## src/rtl/pkt_tx_framer.sv

```systemverilog
// Purpose : frames one response request as SYNC, LEN, OPCODE, [SEQ], PAYLOAD, CRC8 onto the uart_core TX byte port.
// Latency : SYNC is presented 1 cycle after acceptance; then 1 byte/cycle while tx_ready is high.
// Backpr. : tx_data/tx_valid are held while tx_ready=0; req_ready stays low until the CRC byte is taken.
//
// Ports:
//   CLK, rst                 clock, synchronous active-high reset
//   req_valid/req_ready      request handshake; req_ready is high only in IDLE
//   req_opcode, req_len      OPCODE byte and payload count N (0..MAX_PAYLOAD)
//   req_payload              payload bytes, byte k at [8k +: 8]
//   tx_data/tx_valid/tx_ready  registered byte stream to uart_core
//   busy                     a frame is in progress
//   frame_done               pulse in the cycle the CRC byte is handed over
//   err_len                  pulse the cycle after an oversize request is dropped
//
// Optional build macro: PKT_TX_SEQ_EN inserts an 8-bit frame sequence byte after OPCODE.
module pkt_tx_framer #(
    parameter int          MAX_PAYLOAD = 16,
    parameter logic [7:0]  SYNC        = 8'hAA,
    parameter logic [7:0]  CRC_INIT    = 8'h00
) (
    input  logic                     CLK,
    input  logic                     rst,
    input  logic                     req_valid,
    output logic                     req_ready,
    input  logic [7:0]               req_opcode,
    input  logic [7:0]               req_len,
    input  logic [8*MAX_PAYLOAD-1:0] req_payload,
    output logic [7:0]               tx_data,
    output logic                     tx_valid,
    input  logic                     tx_ready,
    output logic                     busy,
    output logic                     frame_done,
    output logic                     err_len
);

    localparam logic [7:0] MAX_LEN = 8'(MAX_PAYLOAD);
`ifdef PKT_TX_SEQ_EN
    localparam logic [7:0] LEN_OVH = 8'd2;   // OPCODE + SEQ
`else
    localparam logic [7:0] LEN_OVH = 8'd1;   // OPCODE only
`endif

    typedef enum logic [2:0] {
        S_IDLE,
        S_SYNC,
        S_LEN,
        S_OP,
`ifdef PKT_TX_SEQ_EN
        S_SEQ,
`endif
        S_PAY,
        S_CRC
    } state_t;

    // One CRC-8 (poly 0x07, MSB first) step over a whole byte.
    function automatic logic [7:0] crc8_byte(input logic [7:0] crc, input logic [7:0] dat);
        logic [7:0] c;
        c = crc ^ dat;
        for (int i = 0; i < 8; i++) begin
            c = c[7] ? ({c[6:0], 1'b0} ^ 8'h07) : {c[6:0], 1'b0};
        end
        return c;
    endfunction

    state_t                   r_state,   w_state_nxt;
    logic [7:0]               r_opcode,  w_opcode_nxt;
    logic [7:0]               r_len,     w_len_nxt;
    logic [8*MAX_PAYLOAD-1:0] r_payload, w_payload_nxt;
    logic [7:0]               r_cnt,     w_cnt_nxt;
    logic [7:0]               r_crc,     w_crc_nxt;
    logic [7:0]               r_tx_data, w_tx_data_nxt;
    logic                     r_tx_valid, w_tx_valid_nxt;
    logic                     r_err_len, w_err_len_nxt;
    logic                     w_frame_done;
`ifdef PKT_TX_SEQ_EN
    logic [7:0]               r_seq,     w_seq_nxt;
`endif

    logic                     w_hs;
    logic [7:0]               w_crc_upd;
    logic [7:0]               w_cnt_inc;
    logic [7:0]               w_pay_next;

    // The byte on tx_data is folded into the CRC as it is handed over, so the
    // CRC byte can be presented the very next cycle from w_crc_upd.
    assign w_hs       = r_tx_valid && tx_ready;
    assign w_crc_upd  = crc8_byte(r_crc, r_tx_data);
    assign w_cnt_inc  = r_cnt + 8'd1;
    assign w_pay_next = r_payload[{w_cnt_inc, 3'b000} +: 8];

    always_ff @(posedge CLK) begin
        if (rst) begin
            r_state    <= S_IDLE;
            r_opcode   <= 8'h00;
            r_len      <= 8'h00;
            r_payload  <= '0;
            r_cnt      <= 8'h00;
            r_crc      <= CRC_INIT;
            r_tx_data  <= 8'h00;
            r_tx_valid <= 1'b0;
            r_err_len  <= 1'b0;
`ifdef PKT_TX_SEQ_EN
            r_seq      <= 8'h00;
`endif
        end else begin
            r_state    <= w_state_nxt;
            r_opcode   <= w_opcode_nxt;
            r_len      <= w_len_nxt;
            r_payload  <= w_payload_nxt;
            r_cnt      <= w_cnt_nxt;
            r_crc      <= w_crc_nxt;
            r_tx_data  <= w_tx_data_nxt;
            r_tx_valid <= w_tx_valid_nxt;
            r_err_len  <= w_err_len_nxt;
`ifdef PKT_TX_SEQ_EN
            r_seq      <= w_seq_nxt;
`endif
        end
    end

    always_comb begin
        w_state_nxt    = r_state;
        w_opcode_nxt   = r_opcode;
        w_len_nxt      = r_len;
        w_payload_nxt  = r_payload;
        w_cnt_nxt      = r_cnt;
        w_crc_nxt      = r_crc;
        w_tx_data_nxt  = r_tx_data;
        w_tx_valid_nxt = r_tx_valid;
        w_err_len_nxt  = 1'b0;
        w_frame_done   = 1'b0;
`ifdef PKT_TX_SEQ_EN
        w_seq_nxt      = r_seq;
`endif

        case (r_state)
            S_IDLE: begin
                if (req_valid) begin
                    w_opcode_nxt  = req_opcode;
                    w_len_nxt     = req_len;
                    w_payload_nxt = req_payload;
                    if (req_len > MAX_LEN) begin
                        // Oversize request is consumed and dropped; stay idle.
                        w_err_len_nxt = 1'b1;
                    end else begin
                        w_state_nxt    = S_SYNC;
                        w_tx_data_nxt  = SYNC;
                        w_tx_valid_nxt = 1'b1;
                        w_crc_nxt      = CRC_INIT;
                        w_cnt_nxt      = 8'h00;
                    end
                end
            end

            S_SYNC: begin
                if (w_hs) begin
                    w_state_nxt   = S_LEN;
                    w_tx_data_nxt = r_len + LEN_OVH;
                end
            end

            S_LEN: begin
                if (w_hs) begin
                    w_crc_nxt     = w_crc_upd;
                    w_state_nxt   = S_OP;
                    w_tx_data_nxt = r_opcode;
                end
            end

            S_OP: begin
                if (w_hs) begin
                    w_crc_nxt = w_crc_upd;
`ifdef PKT_TX_SEQ_EN
                    w_state_nxt   = S_SEQ;
                    w_tx_data_nxt = r_seq;
`else
                    if (r_len != 8'h00) begin
                        w_state_nxt   = S_PAY;
                        w_tx_data_nxt = r_payload[7:0];
                        w_cnt_nxt     = 8'h00;
                    end else begin
                        w_state_nxt   = S_CRC;
                        w_tx_data_nxt = w_crc_upd;
                    end
`endif
                end
            end

`ifdef PKT_TX_SEQ_EN
            S_SEQ: begin
                if (w_hs) begin
                    w_crc_nxt = w_crc_upd;
                    if (r_len != 8'h00) begin
                        w_state_nxt   = S_PAY;
                        w_tx_data_nxt = r_payload[7:0];
                        w_cnt_nxt     = 8'h00;
                    end else begin
                        w_state_nxt   = S_CRC;
                        w_tx_data_nxt = w_crc_upd;
                    end
                end
            end
`endif

            S_PAY: begin
                if (w_hs) begin
                    w_crc_nxt = w_crc_upd;
                    if (r_cnt == r_len - 8'd1) begin
                        w_state_nxt   = S_CRC;
                        w_tx_data_nxt = w_crc_upd;
                    end else begin
                        w_cnt_nxt     = w_cnt_inc;
                        w_tx_data_nxt = w_pay_next;
                    end
                end
            end

            S_CRC: begin
                if (w_hs) begin
                    w_frame_done   = 1'b1;
                    w_state_nxt    = S_IDLE;
                    w_tx_valid_nxt = 1'b0;
                    w_tx_data_nxt  = 8'h00;
`ifdef PKT_TX_SEQ_EN
                    w_seq_nxt      = r_seq + 8'd1;
`endif
                end
            end

            default: begin
                w_state_nxt    = S_IDLE;
                w_tx_valid_nxt = 1'b0;
            end
        endcase
    end

    assign req_ready  = (r_state == S_IDLE);
    assign busy       = (r_state != S_IDLE);
    assign tx_data    = r_tx_data;
    assign tx_valid   = r_tx_valid;
    assign frame_done = w_frame_done;
    assign err_len    = r_err_len;

endmodule

```

## config.mk

```make
export PLATFORM = sky130hd
export DESIGN_NAME = pkt_tx_framer
export DESIGN_NICKNAME = d
export VERILOG_FILES = /design/src/rtl/pkt_tx_framer.sv
export SDC_FILE = /design/constraint.sdc
export NUM_CORES = 1
export LEC_CHECK = 0
export ABC_AREA = 0
export CAP_MARGIN = 20
export CORE_ASPECT_RATIO = 0.7
export CORE_UTILIZATION = 47
export CTS_BUF_LIST = sky130_fd_sc_hd__clkbuf_16
export DETAILED_ROUTE_END_ITERATION = 16
export GPL_TIMING_DRIVEN = 0
export PLACE_DENSITY = 0.78
export SYNTH_ARGS = -nofsm -noshare
export SYNTH_HDL_FRONTEND = slang
export SYNTH_SLANG_ARGS = --single-unit
export TNS_END_PERCENT = 5
```

## constraint.sdc

```tcl
create_clock -name CLK -period 2.3 [get_ports CLK]
set_clock_uncertainty 0.05 [all_clocks]
set_input_delay 0.46 -clock CLK [delete_from_list [all_inputs] [get_ports CLK]]
set_output_delay 0.46 -clock CLK [all_outputs]
set_load 0.01 [all_outputs]
```

* Word-level counts from Yosys, hierarchy flattened
Cells that the tools add are included.
Storage, ports and cells: word-level logic and storage cells 103, output and inout bits 13, bits of input ports 148, register bits 173
Cells by class: order comparisons 1, add/sub/neg operators 3, multiplexer cells 44, bitwise logic cells 12, eq/ne operators 17, reductions and logical operators 16, shift-type cells 1
Operator list (count):
- 8-bit 2-to-1 mux | 16
- 128-bit by 12-bit variable part select with 8-bit output | 1
- 3-bit 2-to-1 mux | 16
- 8-bit one-hot mux with 6 select lines | 1
- 3-bit NOT | 8
- 8-bit one-hot mux with 3 select lines | 1
- 2-bit inequality test (second input constant) | 10
- 3-bit one-hot mux with 6 select lines | 1
- 8-bit by 1-bit adder with 8-bit output (second input constant) | 2
- 8-bit one-hot mux with 2 select lines | 1
- 8-bit AND reduction | 2
- 8-bit equality test | 1
- 8-bit by 5-bit greater-than comparator with 1-bit output (second input constant) | 1
- 4-bit AND reduction | 2
- 8-bit nonzero test | 1
- 8-bit by 1-bit subtractor with 8-bit output (second input constant) | 1
- 8-bit XOR | 1
- 1-bit 2-to-1 mux | 7
- 7-bit AND reduction | 1
- 3-bit by 2-bit equality test with 1-bit output (second input constant) | 2
- 3-bit equality test (second input constant) | 2
- 3-bit nonzero test | 2
- 6-bit nonzero test | 1
- 3-bit OR reduction | 2
- other kinds (9) | 11

* Logic depth before layout (Yosys ltp)
Gate-level depths: netlist of the first run.
depth in word-level cells 20, mapped depth 11, gate-level depth less buffers 9

* Worst setup path after synthesis of the first run
No wires, ideal clock.
kind register to register, from register r_cnt[1], to register r_tx_data[2] (netlist: tx_data[2]), data required time 2.124 ns, path buffers 3, setup slack -0.213 ns, library setup time 0.126 ns, arrival 2.338 ns, period minus slack after synthesis 2.513 ns, cell stages (with the launch flop) 10, cells stage by stage dfxtp_1 -> ha_1 -> buf_2 -> buf_2 -> buf_2 -> mux4_2 -> mux2i_1 -> a21oi_1 -> a22oi_1 -> o21ai_0
On the way: cells in the longest elaborated chain, start to end 5, elaborated cells between the ends (all ways) 6, those cells by class 1 x add/sub; 1 x eq/ne; 1 x shift; 3 x mux
RTL lines:
- from (decl) | RTL line 69 | logic [7:0] r_cnt, w_cnt_nxt;
- from (signal assigned) | RTL line 110 | r_cnt <= w_cnt_nxt;
- 8-bit by 1-bit adder with 8-bit output | RTL line 88 | assign w_cnt_inc = r_cnt + 8'd1;
- 128-bit by 12-bit variable part select with 8-bit output | RTL line 89 | assign w_pay_next = r_payload[{w_cnt_inc, 3'b000} +: 8];
- 8-bit 2-to-1 mux (*) | RTL line 208 | if (r_cnt == r_len - 8'd1) begin
- 8-bit 2-to-1 mux (*) | RTL line 206 | if (w_hs) begin
- 8-bit one-hot mux with 6 select lines (*) | RTL line 136 | case (r_state)
- to (signal assigned) | RTL line 112 | r_tx_data <= w_tx_data_nxt;
- to (decl) | RTL line 71 | logic [7:0] r_tx_data, w_tx_data_nxt;
Every way passes the cells marked *; elsewhere a longest branch is shown, timed or not. The select of a mux whose other input is x is not followed. A chain may end at the register's enable or synchronous reset.

* Final worst setup path of the first run
Same ends and word-level chain as after synthesis.

==> impl_metrics.toml, run 1 <==
[yosys]
synth_cells = 994
async_reset_ff_frac = 0
synth_fp_nets = 1145
yosysSeqAreaShare = 0.427
synthTopCellsByArea = "dfxtp_1, nand2_1, a21oi_1"
yosys_most_used_dff = "dfxtp_1"
avgSynthCellArea_um2 = 8.16
synth_common_cells = "nand2_1, a21oi_1, dfxtp_1"
synth_top_family_by_area = "simple AND/OR/NAND/NOR gates"
synth_edf_count = 0
synthAdderAreaFrac = 0.00463
synth_most_common_cell = "nand2_1"
ys_ff_latch = 173
synth-compound-area-share = 0.166
yosysWarningCount = 0
yosysTopAreaCell = "dfxtp_1"
synth_cell_types = 49
synth_area_um2 = 8110
synthMuxAreaShare = 0.102
synth_xor_area_frac = 0.0443
synth_top_area_frac = 0.427
synth-simple-area-share = 0.213

[run_status]
violations = "setup timing"
outcome = "finished, violations left"

[sta]
worst_slew_pin_slew_ns = 0.660
setup_violations = 8
fin_tns_setup_ns = -0.320
hold_violations = 0
timing.fmax_mhz = 423
rsz0062_at_grt = "true"
fin_crit_sh = 1.03
relSlewSlack = 0.558
slew_violations = 0
post-route-min-period_ns = 2.37
setup_ws_ns = -0.0668

[drt]
ant_nets = 0
wl_um = 26500
drtPass1Iterations = 6
drt-initial-drc-count = 820
drt_drc_violations_left = 0
via_per_inst = 5.75
vias = 8201
wl_per_cell_um = 18.6

[job]
max_cap_violations = 0

[clocking]
worstSkewPairLatency_ns = 0.44
cts_tree = "done"
cts_hold_buf = 0
cts_buffers = 17
clock_sinks = 173
cts-root-buf = "clkbuf_16"
clk_pin_slew_worst_paths_ns = 0.07
h-tree-depth = 4
cts_buffer_depth = 2

[placement]
port_buffers = 160
gp_congestion = 0.973
dpl_cell_area_um2 = 10000
place_ws_ns = -0.880
post-dp-hpwl_um = 18500
place_inst = 1379

[global_routing]
track_usage = 0.296
overflow = 0
grt_max_degree = 19
antenna_found_initial = 0
grt_pass1_vias = 7887
grt_pass1_wl_um = 40800

[die]
io_pins = 161
core-area_um2 = 16600
num_rows = 39
die_w_um = 159
die_area_um2 = 17800
start_util = 0.489
die_h_um = 112

[power]
power_mw = 7.02
combPwrFrac = 0.132
power.density_nw_per_um2 = 628
p_leak_nw = 4.05
p_sw_frac = 0.280
p_clk_frac = 0.406
peakVddDrop_mv = 0.465
p_switching_mw = 1.97
p_int_mw = 5.05
p_seq_frac = 0.463

[critical_path]
crit_path_end_kind = "flip-flop"
worst_setup_path_start_kind = "flip-flop"
critPathMaxFanout = 5
worst-endpoint-required_ns = 2.58
rrSetupSlack_ns = -0.07
crit_type = "flip-flop to flip-flop"
arrival_ns = 2.64

[min_path]
hold_path.class = "primary input to flip-flop"

[final_layout]
fillCellCount = 1335
n_antenna_cell = 0
final_cells = 1427
final_nets = 1340
design_area_um2 = 11200
area.growth.synth_to_final_pct = 37.8
layout-drive-gt1-share = 0.146
## final timing paths
kind | cells after the start | end | start
setup / recovery | 8 | tx_data[2] | r_cnt[1]
setup reg to reg | 8 | tx_data[2] | r_cnt[1]
hold reg to reg | 2 | r_payload[50] | r_payload[50]
hold / removal | 3 | r_len[1] | req_len[1]
## kinds of logic after synthesis
group | count (synthesis)
fa+ha+maj | 3
mux | 43
compound gates | 239
buf+inv | 86
xor+xnor | 41
simple gates | 409
flops | 173
## power by group through the flow
stage	logic, mW	registers, mW	clock network, mW
2_1_floorplan	0.434	3.27	0
3_3_place_gp	0.840	3.29	0
3_5_place_dp	0.854	3.30	0
4_1_cts	0.884	3.24	2.83
5_1_grt	0.993	3.26	2.97
6_report	0.923	3.25	2.85
## registers in the layout, indices dropped and copies added, names as in the netlist
signal,flops
err_len,1
r_cnt,8
r_crc,8
r_len,8
r_opcode,8
r_payload,128
r_state,3
tx_data,8
tx_valid,1
## cell type report
type	count	area [µm²]	share of cell area
Multi-Input combinational cell	735	4630	0.415
Sequential cell	173	3480	0.312
Timing Repair Buffer	181	1790	0.160
Clock buffer	17	425	0.0381
Buffer	72	377	0.0337
Tap cell	225	282	0.0252
Clock inverter	15	146	0.0131
Inverter	9	33.8	0.00302
## worst max-delay path, stage by stage (launching register included)
cell and delay (ns):
dfxtp_4 0.36, ha_4 0.33, buf_12 0.14, mux4_2 0.52, nor2b_1 0.18, a211oi_4 0.23
a21oi_1 0.11, a22oi_1 0.23, o21ai_0 0.10
## stage by stage
stage | util | hold WS, ns
after floorplan | - | 0.383
after global placement | 0.603 | 0.389
after detailed placement | 0.603 | 0.394
after CTS | 0.659 | 0.214
after global routing | 0.673 | 0.218
final | 0.673 | 0.217
## cell usage in the layout, fill, tap and decap left out, types with 10 or more instances in the layout
| cell | count |
|---|---|
| clkbuf_2 | 10 |
| nor2_1 | 26 |
| clkbuf_16 | 18 |
| nand2_1 | 306 |
| xnor2_1 | 23 |
| clkdlybuf4s50_1 | 155 |
| xor2_1 | 15 |
| dfxtp_1 | 166 |
| o21ai_0 | 17 |
| buf_4 | 19 |
| nor2b_1 | 16 |
| mux2i_1 | 11 |
| a21oi_1 | 167 |
| clkbuf_1 | 43 |
| mux4_2 | 32 |
| a22oi_1 | 14 |
## metal layers
| metal | up-vias | share of wire | track usage | wire (µm) |
|---|---|---|---|---|
| li1 | 3789 | - | - | - |
| met1 | 3891 | 0.45 | 0.420 | 11800 |
| met2 | 464 | 0.43 | 0.447 | 11400 |
| met3 | 57 | 0.098 | 0.0682 | 2610 |
| met4 | 0 | 0.023 | 0.0949 | 608 |
| met5 | - | 0 | 0 | 0 |
## timing repair
item,in CTS,in global routing
buffers inserted,13,8
gates resized for setup,80,65
pin swaps,28,27
setup endpoints to repair,173,136
gates cloned,2,1
No activity file was read; power rests on OpenSTA's default activity.
==> run 2: changes to the inputs <==
--- a/config.mk
+++ b/config.mk
@@ -5,11 +5,12 @@
 export SDC_FILE = /design/constraint.sdc
 export NUM_CORES = 1
 export LEC_CHECK = 0
-export ABC_AREA = 0
+export ABC_AREA = 1
 export CAP_MARGIN = 20
 export CORE_ASPECT_RATIO = 0.7
-export CORE_UTILIZATION = 47
+export CORE_UTILIZATION = 48
 export CTS_BUF_LIST = sky130_fd_sc_hd__clkbuf_16
+export CTS_CLUSTER_DIAMETER = 200
 export DETAILED_ROUTE_END_ITERATION = 16
 export GPL_TIMING_DRIVEN = 0
 export PLACE_DENSITY = 0.78
==> run 2 against run 1 <==
Effect of this change: the flow now finishes without violations; maximum frequency up 5.3%; final area up 1.6%; final cell count up 19%; global-route usage up 5.3 points; wire length up 22%; worst hold slack better by 0.18 ns; highest routed layer unchanged; utilization down 2.0 points; clock power about the same; worst setup slack better by 0.12 ns.
==> impl_metrics.toml, run 2 <==
[critical_path]
worst-endpoint-required_ns = 2.62
critical-path-top-delay-family = "simple AND/OR/NAND/NOR gates"
worst_setup_path_start_kind = "flip-flop"
cp_slowest_cell = "dfxtp_2"
crit_type = "flip-flop to flip-flop"
crit_path_end_kind = "flip-flop"
path_cells = "ha_4, buf_4, buf_4, a21oi_1, o21ai_0, nand3_1, nand3_1, nand2_1, nand3_1, nand3_1, nand2_1, a21oi_1"
max_stage_delay_ns = 0.43
ff2ff_path_depth = 12
critPathMaxFanout = 10
cpMostUsedCell = "nand3_1"
cp.depth = 12
crit_buf_inv = 2
arrival_ns = 2.57

[drt]
m1WireLength_um = 15000
top_layer = "met4"
wl_met3_um = 4630
drt_drc_violations_left = 0
ant_nets = 0
drtPass1Iterations = 7
met2_length_um = 12300
drt-initial-drc-count = 1489
wl_um = 32300
vias = 9631
wl_per_cell_um = 19.1
via_per_inst = 5.68

[yosys]
yosys_most_used_dff = "dfxtp_1"
synthTopCellsByArea = "dfxtp_1, a21oi_1, nand2_1"
synth_cells = 1266
synth_common_cells = "nand2_1, a21oi_1, dfxtp_1"
synth_top_area_frac = 0.401
async_reset_ff_frac = 0
synth_most_common_cell = "nand2_1"
ys_ff_latch = 173
yosysWarningCount = 0
avgSynthCellArea_um2 = 6.83
yosysTopAreaCell = "dfxtp_1"
synth_edf_count = 0
synth_cell_types = 36
yosysSeqAreaShare = 0.401
synth_fp_nets = 1417
synth_area_um2 = 8640

[sta]
post-route-min-period_ns = 2.25
relSlewSlack = 0.509
fin_crit_sh = 0.977
slew_violations = 0
setup_violations = 0
worst_slew_pin_slew_ns = 0.736
hold_ws_ns = 0.399
timing.fmax_mhz = 445
hold_violations = 0
rsz0062_at_grt = "true"

[placement]
port_buffers = 160
gp_congestion = 0.991
post-dp-hpwl_um = 24700
dpl_cell_area_um2 = 10500

[die]
die_area_um2 = 18600
num_rows = 40
start_util = 0.498
die_w_um = 162
die_h_um = 114
io_pins = 161
core-area_um2 = 17400

[power]
power_mw = 13.6
power.density_nw_per_um2 = 1190
peakVddDrop_mv = 0.592
p_leak_nw = 4.41

[global_routing]
overflow = 0
track_usage = 0.349
grt_pass1_wl_um = 48100
grt_pass1_vias = 8594
grt_max_degree = 17
antenna_found_initial = 1

[final_layout]
fin_util = 0.654
largest_reg_flops = 128
design_area_um2 = 11400
layout-drive-gt1-share = 0.0867
final_common_cell = "nand2_1"
fillCellCount = 1546
final_nets = 1602
area.growth.synth_to_final_pct = 31.3
final_cell_mix = "nand2_1, a21oi_1, dfxtp_1"
largest_register = "r_payload"
n_antenna_cell = 0

[clocking]
cts-root-buf = "clkbuf_16"
clock_sinks = 173
cts_buffer_depth = 2
cts_tree = "done"
h-tree-depth = 4
clk_pin_slew_worst_paths_ns = 0.07
worstSkewPairLatency_ns = 0.44
cts_buffers = 17

[min_path]
hold_depth = 3
hold_path.class = "primary input to flip-flop"

[job]
max_cap_violations = 0

[run_status]
outcome = "finished, final reports clean"
==> run 2: metal layers <==
metal,global-route usage,vias up
met5,0,-
met4,0.0780,0
met3,0.0982,40
met2,0.462,569
met1,0.544,4427
li1,-,4595
==> run 2: cell type report <==
cell class                 count  area [µm²]  share of cell area
clock buffer                  17         425              0.0375
inverter                     121         467              0.0411
timing repair buffer         166        1680               0.148
sequential                   173        3470               0.306
multi-input combinational    890        4500               0.396
buffer                        82         378              0.0333
tap                          231         289              0.0255
clock inverter                15         136              0.0120
==> run 2: cell families (layout without fill, tap and decap cells) <==
family / Yosys count / in the layout / synth area share
adders and majority gates: 3 / 3 / 0.00434
and+or+nand+nor: 479 / 479 / 0.246
DFF: 173 / 173 / 0.401
xor gates and xnor gates: 27 / 27 / 0.0274
buffers and inverters: 203 / 401 / 0.0932
AOI/OAI and AO/OA: 381 / 381 / 0.228
==> run 2: final timing paths <==
path,slack (ns),end,from
max,0.05,tx_data[6],r_cnt[0]
min,0.40,r_len[5],req_len[5]
max reg2reg,0.05,tx_data[6],r_cnt[0]
min reg2reg,0.41,r_payload[105],r_payload[105]
==> run 2: timing repair <==
item	CTS	global route
pin swaps	1	6
cloned	0	1
setup buffers	0	5
endpoints found under the setup margin	51	91
hold buffers	0	0
gates resized for setup	23	41
==> run 2: power breakdown <==
group / switching [mW] / total [mW] / internal [mW] / leakage, nW
Sequential: 0.478 / 4.19 / 3.71 / 1.43
Combinational: 4.28 / 6.55 / 2.27 / 2.71
Clock: 1.32 / 2.82 / 1.51 / 0.275
==> run 2: per-stage QoR <==
stage | setup slack (ns) | TNS [ns] | std cells
floorplan | 0.247 | 0 | 1266
detailed placement | -0.592 | -39.28 | 1657
finish | 0.0520 | 0 | 1695
global placement | -0.627 | -40.10 | 1657
CTS | -0.145 | -1.40 | 1689
global route | -0.0344 | -0.138 | 1695
==> run 2: tightest hold or removal path: stages <==
cell            delay [ns]
dlymetal6s2s_1        0.21
nand3_1               0.12
a21oi_1               0.06
==> run 3: changes to the inputs <==
--- a/config.mk
+++ b/config.mk
@@ -8,9 +8,10 @@
 export ABC_AREA = 1
 export CAP_MARGIN = 20
 export CORE_ASPECT_RATIO = 0.7
+export CORE_MARGIN = 4
 export CORE_UTILIZATION = 48
 export CTS_BUF_LIST = sky130_fd_sc_hd__clkbuf_16
-export CTS_CLUSTER_DIAMETER = 200
+export CTS_CLUSTER_DIAMETER = 150
 export DETAILED_ROUTE_END_ITERATION = 16
 export GPL_TIMING_DRIVEN = 0
 export PLACE_DENSITY = 0.78
==> run 3 against run 2 <==
Effect of this change: the run now ends with setup timing left; highest routed layer unchanged; worst setup slack worse by 0.084 ns; flip-flop and latch count unchanged; first-iteration DRC count fell by 2.4%; largest power group unchanged; power grew 0.48%; die area is 9.1% higher; combinational power shrank 0.6%.
==> impl_metrics.toml, run 3 (synthesized netlist as in run 2, its figures left out) <==
[sta]
slew_violations = 0
fin_crit_sh = 1.01
post-route-min-period_ns = 2.33
hold_violations = 0
setup_violations = 1
hold_ws_ns = 0.408
timing.fmax_mhz = 429
rsz0062_at_grt = "true"
setup_ws_ns = -0.0321
relSlewSlack = 0.504
worst_slew_pin_slew_ns = 0.744

[die]
die_w_um = 168
io_pins = 161
num_rows = 40
core-area_um2 = 17400
start_util = 0.496
die_h_um = 120
die_area_um2 = 20300

[drt]
top_layer = "met4"
wl_per_cell_um = 19.7
via_per_inst = 5.68
vias = 9654
m1WireLength_um = 15600
wl_um = 33500
met2_length_um = 12500
ant_nets = 0
drtPass1Iterations = 8
wl_met3_um = 4940
drt-initial-drc-count = 1453
drt_drc_violations_left = 0

[final_layout]
area.growth.synth_to_final_pct = 31.5
final_cell_mix = "nand2_1, a21oi_1, dfxtp_1"
largest_register = "r_payload"
largest_reg_flops = 128
final_nets = 1607
n_antenna_cell = 0
final_common_cell = "nand2_1"
design_area_um2 = 11400
final_cells = 1700
layout-drive-gt1-share = 0.0858

[power]
p_sw_frac = 0.444
power.density_nw_per_um2 = 1200
p_switching_mw = 6.04
p_int_mw = 7.58
power_mw = 13.6
p_leak_nw = 4.45
p_clk_frac = 0.214
combPwrFrac = 0.478
p_seq_frac = 0.308
peakVddDrop_mv = 0.573

[clocking]
cts_buffer_depth = 2
cts_hold_buf = 0
worstSkewPairLatency_ns = 0.43
clock_sinks = 173
cts_tree = "done"
cts-root-buf = "clkbuf_16"
clk_pin_slew_worst_paths_ns = 0.07
h-tree-depth = 4
cts_buffers = 17

[critical_path]
worst-endpoint-required_ns = 2.61
cp.depth = 12
rrSetupSlack_ns = -0.03
critical-path-top-delay-family = "simple AND/OR/NAND/NOR gates"
max_stage_delay_ns = 0.42
crit_path_end_kind = "flip-flop"
worst_setup_path_start_kind = "flip-flop"
crit_type = "flip-flop to flip-flop"
cp_slowest_cell = "dfxtp_2"
crit_buf_inv = 2
cpMostUsedCell = "nand3_1"
critPathMaxFanout = 10
path_cells = "ha_2, clkbuf_4, buf_4, a21oi_1, o21ai_0, nand3_1, nand3_1, nand2_1, nand3_2, nand3_1, nand2_1, a21oi_1"
arrival_ns = 2.64
ff2ff_path_depth = 12

[placement]
place_inst = 1657
post-dp-hpwl_um = 25600
port_buffers = 160
gp_congestion = 0.996
dpl_cell_area_um2 = 10500

[global_routing]
grt_max_degree = 17
grt_pass1_wl_um = 50200
antenna_found_initial = 1
grt_pass1_vias = 8695
overflow = 0
track_usage = 0.323

[run_status]
outcome = "finished, violations left"
violations = "setup timing"

[min_path]
hold_depth = 2
hold_path.class = "flip-flop to flip-flop"

[job]
max_cap_violations = 0
-- run 3: cell types whose count changed in the layout (fill, tap and decap cells not counted), sizes merged --
cell | previous run | this run
clkinvlp | 3 | 1
clkinv | 6 | 5
bufinv | 1 | 2
buf | 34 | 39
inv | 126 | 128
-- run 3: area by class of cell --
| type | instances | area [µm²] |
|---|---|---|
| sequential | 173 | 3470 |
| clock inverter | 15 | 160 |
| buffer | 82 | 379 |
| multi-input combinational | 890 | 4470 |
| inverter | 121 | 462 |
| tap | 231 | 289 |
| timing repair buffer | 171 | 1710 |
| clock buffer | 17 | 425 |
| fill | 1583 | 6050 |
-- run 3: repair_timing --
action / CTS / global route
gates cloned: 0 / 1
pin swaps: 1 / 7
setup endpoints to repair: 61 / 53
buffers inserted: 0 / 10
resized for setup: 27 / 30
-- run 3: tightest hold or removal path, delay by kind of cell (launching register included) --
kind                   cells  cell delay, ns
AO/OA/AOI/OAI              1            0.05
buffers and inverters      1            0.06
flip-flops                 1            0.30
-- run 3: final timing paths --
path                  from            end
max reg2reg       r_cnt[0]     tx_data[6]
min reg2reg  r_payload[32]  r_payload[32]
min          r_payload[32]  r_payload[32]
max               r_cnt[0]     tx_data[6]
-- run 3: per-layer routing --
layer / GRT usage / vias to the layer above
met3: 0.113 / 39
met5: 0 / -
met2: 0.414 / 574
met1: 0.509 / 4432
li1: - / 4609
met4: 0.0628 / 0
-- run 3: stage by stage --
step / worst slack [ns] / setup TNS [ns] / utilization
detailed placement: -0.618 / -43.79 / 0.605
global route: -0.114 / -0.553 / 0.653
finish: -0.0321 / -0.0321 / 0.653
CTS: -0.156 / -0.625 / 0.643
floorplan: 0.247 / 0 / -
global placement: -0.640 / -42.19 / 0.605
-- run 3: power by group through the flow --
stage / combinational, mW / clock, mW / sequential, mW
floorplan: 4.00 / 0 / 4.06
global placement: 5.82 / 0 / 4.22
detailed placement: 5.89 / 0 / 4.23
CTS: 6.04 / 2.92 / 4.17
global route: 7.14 / 3.06 / 4.25
finish: 6.51 / 2.91 / 4.20
